<file path="src/rtl/mouse_pos_tracker.sv">
// PS/2 mouse packet assembler and clamped cursor position tracker.
// Collects 3-byte movement packets and applies the signed deltas to a screen-bounded cursor.
module mouse_pos_tracker #(
  parameter int          XMAX    = 799,
  parameter int          YMAX    = 599,
  parameter int          XINIT   = 400,
  parameter int          YINIT   = 300,
  parameter logic [19:0] TIMEOUT = 20'd100000
) (
  input  logic        pclk,
  input  logic        rst_n,
  input  logic [7:0]  rx_data,
  input  logic        rx_valid,
  output logic [11:0] xpos,
  output logic [11:0] ypos,
  output logic        mouse_left,
  output logic        mouse_right,
  output logic        pos_valid
);

  typedef enum logic [1:0] {WAIT_B0, WAIT_B1, WAIT_B2} state_t;

  localparam logic signed [13:0] XMAX_S  = 14'(XMAX);
  localparam logic signed [13:0] YMAX_S  = 14'(YMAX);
  localparam logic [11:0]        XMAX_U  = 12'(XMAX);
  localparam logic [11:0]        YMAX_U  = 12'(YMAX);
  localparam logic [11:0]        XINIT_U = 12'(XINIT);
  localparam logic [11:0]        YINIT_U = 12'(YINIT);

  state_t      r_state;
  logic [19:0] r_gap;
  logic        r_armed;
  logic        r_ovfY;
  logic        r_ovfX;
  logic        r_signY;
  logic        r_signX;
  logic [1:0]  r_btn;
  logic [7:0]  r_byte1;
  logic [11:0] r_xpos;
  logic [11:0] r_ypos;
  logic        r_left;
  logic        r_right;
  logic        r_posValid;

  logic               w_accept;
  logic               w_timeout;
  logic signed [13:0] w_dx;
  logic signed [13:0] w_dy;
  logic signed [13:0] w_newX;
  logic signed [13:0] w_newY;
  logic [11:0]        w_clampX;
  logic [11:0]        w_clampY;

  // r_armed holds off byte acceptance on the first edge after reset release.
  assign w_accept  = rx_valid && r_armed;
  assign w_timeout = (r_gap >= TIMEOUT - 20'd1);

  // The third byte is consumed straight from rx_data, so the update lands on its own edge.
  assign w_dx   = r_ovfX ? 14'sd0 : {{6{r_signX}}, r_byte1};
  assign w_dy   = r_ovfY ? 14'sd0 : {{6{r_signY}}, rx_data};
  assign w_newX = $signed({2'b00, r_xpos}) + w_dx;
  assign w_newY = $signed({2'b00, r_ypos}) - w_dy;

  always_comb begin
    if (w_newX < 14'sd0)      w_clampX = '0;
    else if (w_newX > XMAX_S) w_clampX = XMAX_U;
    else                      w_clampX = w_newX[11:0];
    if (w_newY < 14'sd0)      w_clampY = '0;
    else if (w_newY > YMAX_S) w_clampY = YMAX_U;
    else                      w_clampY = w_newY[11:0];
  end

  always_ff @(posedge pclk or negedge rst_n) begin
    if (!rst_n) begin
      r_state    <= WAIT_B0;
      r_gap      <= '0;
      r_armed    <= 1'b0;
      r_ovfY     <= 1'b0;
      r_ovfX     <= 1'b0;
      r_signY    <= 1'b0;
      r_signX    <= 1'b0;
      r_btn      <= '0;
      r_byte1    <= '0;
      r_xpos     <= XINIT_U;
      r_ypos     <= YINIT_U;
      r_left     <= 1'b0;
      r_right    <= 1'b0;
      r_posValid <= 1'b0;
    end else begin
      r_armed    <= 1'b1;
      r_posValid <= 1'b0;
      case (r_state)
        WAIT_B0: begin
          r_gap <= '0;
          // Bit 3 is always set in a genuine header byte; anything else is resync noise.
          if (w_accept && rx_data[3]) begin
            r_ovfY  <= rx_data[7];
            r_ovfX  <= rx_data[6];
            r_signY <= rx_data[5];
            r_signX <= rx_data[4];
            r_btn   <= rx_data[1:0];
            r_state <= WAIT_B1;
          end
        end
        WAIT_B1: begin
          if (w_accept) begin
            r_byte1 <= rx_data;
            r_gap   <= '0;
            r_state <= WAIT_B2;
          end else if (w_timeout) begin
            r_gap   <= '0;
            r_state <= WAIT_B0;
          end else begin
            r_gap <= r_gap + 20'd1;
          end
        end
        WAIT_B2: begin
          if (w_accept) begin
            r_xpos     <= w_clampX;
            r_ypos     <= w_clampY;
            r_left     <= r_btn[0];
            r_right    <= r_btn[1];
            r_posValid <= 1'b1;
            r_gap      <= '0;
            r_state    <= WAIT_B0;
          end else if (w_timeout) begin
            r_gap   <= '0;
            r_state <= WAIT_B0;
          end else begin
            r_gap <= r_gap + 20'd1;
          end
        end
        default: begin
          r_gap   <= '0;
          r_state <= WAIT_B0;
        end
      endcase
    end
  end

  assign xpos        = r_xpos;
  assign ypos        = r_ypos;
  assign mouse_left  = r_left;
  assign mouse_right = r_right;
  assign pos_valid   = r_posValid;

endmodule
</file>
<file path="config.mk">
export PLATFORM = sky130hd
export DESIGN_NAME = mouse_pos_tracker
export DESIGN_NICKNAME = d
export VERILOG_FILES = /design/src/rtl/mouse_pos_tracker.sv
export SDC_FILE = /design/constraint.sdc
export NUM_CORES = 1
export LEC_CHECK = 0
export ABC_CLOCK_PERIOD_IN_PS = 2890
export BUFFER_PORTS_ARGS = -buffer_cell sky130_fd_sc_hd__buf_4
export CORE_MARGIN = 5
export CORE_UTILIZATION = 35
export CTS_CLUSTER_SIZE = 14
export DETAILED_ROUTE_END_ITERATION = 6
export SKIP_LAST_GASP = 1
export SYNTH_ARGS = -nofsm -noshare
export SYNTH_HDL_FRONTEND = slang
export SYNTH_SLANG_ARGS = --single-unit
</file>
<file path="constraint.sdc">
create_clock -name pclk -period 2.89 [get_ports pclk]
set_input_delay 0.4335 -clock pclk [delete_from_list [all_inputs] [get_ports pclk]]
set_output_delay 0.4335 -clock pclk [all_outputs]
set_load 0.01 [all_outputs]
</file>
==> metrics <==
status finished, violations left; failing checks negative setup slack; Detailed Route Iter0 Violations 159; TritonCTS Buffers 9; Cell Chain, Critical Path nor2b_4 -> ha_4 -> fa_2 -> a211oi_4 -> o21bai_2 -> a221oi_4 -> mux2i_1 -> nand4b_1 -> a311o_2 -> nor2_1 -> o21ai_1; FF/Latch Area 1613 um^2; Cells after Synth 451; static leakage 2.693 nW; clk_lat worst skew 0.33 ns; Routed WL 11,270 um; final worst slack -0.04821 ns; Yosys warnings 0; FF+latch count, synth 64; Worst EP arrival 3.15 ns; ANT nets after route 0; CTS tree built; EDFF count, synth 0; fin crit share 1.017; CP startpoint kind flop; Final Max Tran Viols 0; Pwr per Cell Area 1235 nW/um^2; CORE AREA 11,910 um^2; setup TNS -0.1895 ns; worst slew pin tran 0.8161 ns; H-tree Lvls 3; Root Buffer clkbuf_16; Max-cap violations 0; clock sink total 64; # rows 40; die area 14,370 um^2; HP Class in2async; Clock Skew 0.006558 ns; via count 3,744; commonest non-fill, non-tap cell in the layout buf_4; critical path's largest stage delay 0.46 ns; final core occ 0.4941; ant diodes 0; number of buffers added on ports 37; GPL Wtd Cong 0.9475; Post-route DRC 0; die height 119.9 um; crit path kind reg2reg; HPWL Detailed 8078 um; Synth cell types 65; Top Ports 38; Initial Util 0.3548; unrepaired setup endpoints after global routing yes; Clock transition at path regs 0.06 ns; Worst Path Required 3.10 ns; Max Clk Rate 340.3 MHz; Async S/R FF share, synth 1.000; Die X 119.9 um; CTS Buffer Depth 2; Tmin final 2.938 ns; pre-CTS setup slack -0.3111 ns; flop2flop setup slack -0.05 ns; Layout fillers 1,072; footprint of the multi-input gates 2868 um^2; vias per inst 5.244; syn_area_per_cell 9.372 um^2; prevailing post-synth register cell dfrtp_1; WL per Instance 15.78 um; Fin. Hold Viols 0; vias in the first global route 3,862; Setup-failing EPs final 7; Crit path max-delay family compound AO/OA/AOI/OAI gates; maximum vdd ir drop 431.8 uV; layout cells sized above 1 0.3721; crit path buf inv count 0; gr ovfl total 0; initial antenna violation count 0; Nets 607; post-synthesis cell area 4227 um^2; synthesis-to-layout area growth 39.25%; first-pass GRT wire length 18,360 um; total power 7.271 mW; slowest CP cell a311o_2; Crit. End Element flop; gr usage total 0.1571; Critical Path Fanout Max 7; sequential fraction of the synthesis area 0.3810; relative slew slack 0.4559; largest net degree at the start of global routing 65; CTS Hold Bufs 0; 1st-pass router iterations 4; commonest cells after routing, fill and taps aside buf_4 (101), dfrtp_1 (55), nor2_1 (44), nand2_1 (41), ha_1 (24)
[report_power, final]
group,internal (mW),switching [mW],leakage (nW)
clock network,0.764,0.441,0.157
logic,2.30,2.37,1.72
registers,1.17,0.224,0.812
[final cells by class]
type                    count  share of cell area
multi-input cells         360              0.4872
repair buffers            106              0.1384
clock buffers               9             0.03827
clock inverters             7             0.01743
flip-flops and latches     64              0.2740
well taps                 147             0.03125
inverters                  21             0.01339
[cells by family after synthesis]
| logic type | share of synthesized area |
|---|---|
| multiplexers | 0.03937 |
| adder cells (fa/ha/maj) | 0.1042 |
| buffers and inverters | 0.03138 |
| AO/OA/AOI/OAI | 0.1824 |
| flip-flops | 0.3810 |
| AND/OR/NAND/NOR | 0.2001 |
| other | 0.001777 |
| XOR/XNOR | 0.05980 |
[cell usage after synthesis, types with 4 or more instances]
library cell  number  share of area
dfrtp_1           57           0.34
nor2_1            49          0.044
nand2_1           43          0.038
ha_1              32          0.095
a21oi_1           24          0.028
o21ai_0           24          0.028
inv_1             21          0.019
xor2_1            15          0.031
nor2b_1           14          0.021
mux2_2            13          0.035
nand3_1           13          0.015
nand2b_1          12          0.018
xnor2_1           12          0.025
dfstp_2            7          0.044
a31oi_1            6         0.0089
and2_1             6         0.0089
and3_1             6         0.0089
a21o_1             5         0.0089
nand4_1            5         0.0074
o22ai_1            5         0.0074
clkbuf_1           4         0.0036
o31ai_1            4         0.0071
o41ai_1            4         0.0083
[metrics by stage]
stage	instances	area [um^2]	hold slack, ns
floorplan	453	4234	0.1379
global placement	683	5047	0.4483
detailed placement	683	5047	0.4642
CTS	707	5553	0.2325
global route	714	5886	0.2741
finish	714	5886	0.1980
[per-layer routing]
layer | wire (um) | part of all wire | vias up | global-route usage
li1 | - | - | 1835 | -
met1 | 5043 | 0.45 | 1807 | 0.1962
met2 | 5581 | 0.50 | 81 | 0.2722
met3 | 453 | 0.040 | 21 | 0.03487
met4 | 189 | 0.017 | 0 | 0.04581
met5 | 0 | 0 | - | 0
[repair_timing]
item / in CTS / in global routing
pin swaps: 20 / 33
resized for setup: 33 / 59
setup buffers: 8 / 8
endpoints found under the setup margin: 19 / 20
cloned: 0 / 0
[worst paths after layout]
check,from,to,cells after the start
setup / recovery,r_byte1[0]$_DFFE_PN0P_,xpos[1]$_DFFE_PN0P_,11
hold / removal,rst_n,ypos[0]$_DFFE_PN0P_,1
setup reg to reg,r_byte1[0]$_DFFE_PN0P_,xpos[1]$_DFFE_PN0P_,11
hold reg to reg,r_byte1[3]$_DFFE_PN0P_,r_byte1[3]$_DFFE_PN0P_,2
max in group asynchronous,rst_n,r_ovfY$_DFFE_PN0P_,1
min in group pclk,rx_data[7],r_ovfY$_DFFE_PN0P_,2
[state kept, by name, indices dropped and copies added (netlist names)]
register and cells:
r_armed 1, r_btn 2, r_signX 1, xpos 12, r_ovfX 1, pos_valid 1, r_ovfY 1, r_byte1 8
mouse_right 1, r_gap 20, r_state 2, r_signY 1, ypos 12, mouse_left 1
Note: power is estimated with default switching activity, not from simulation.
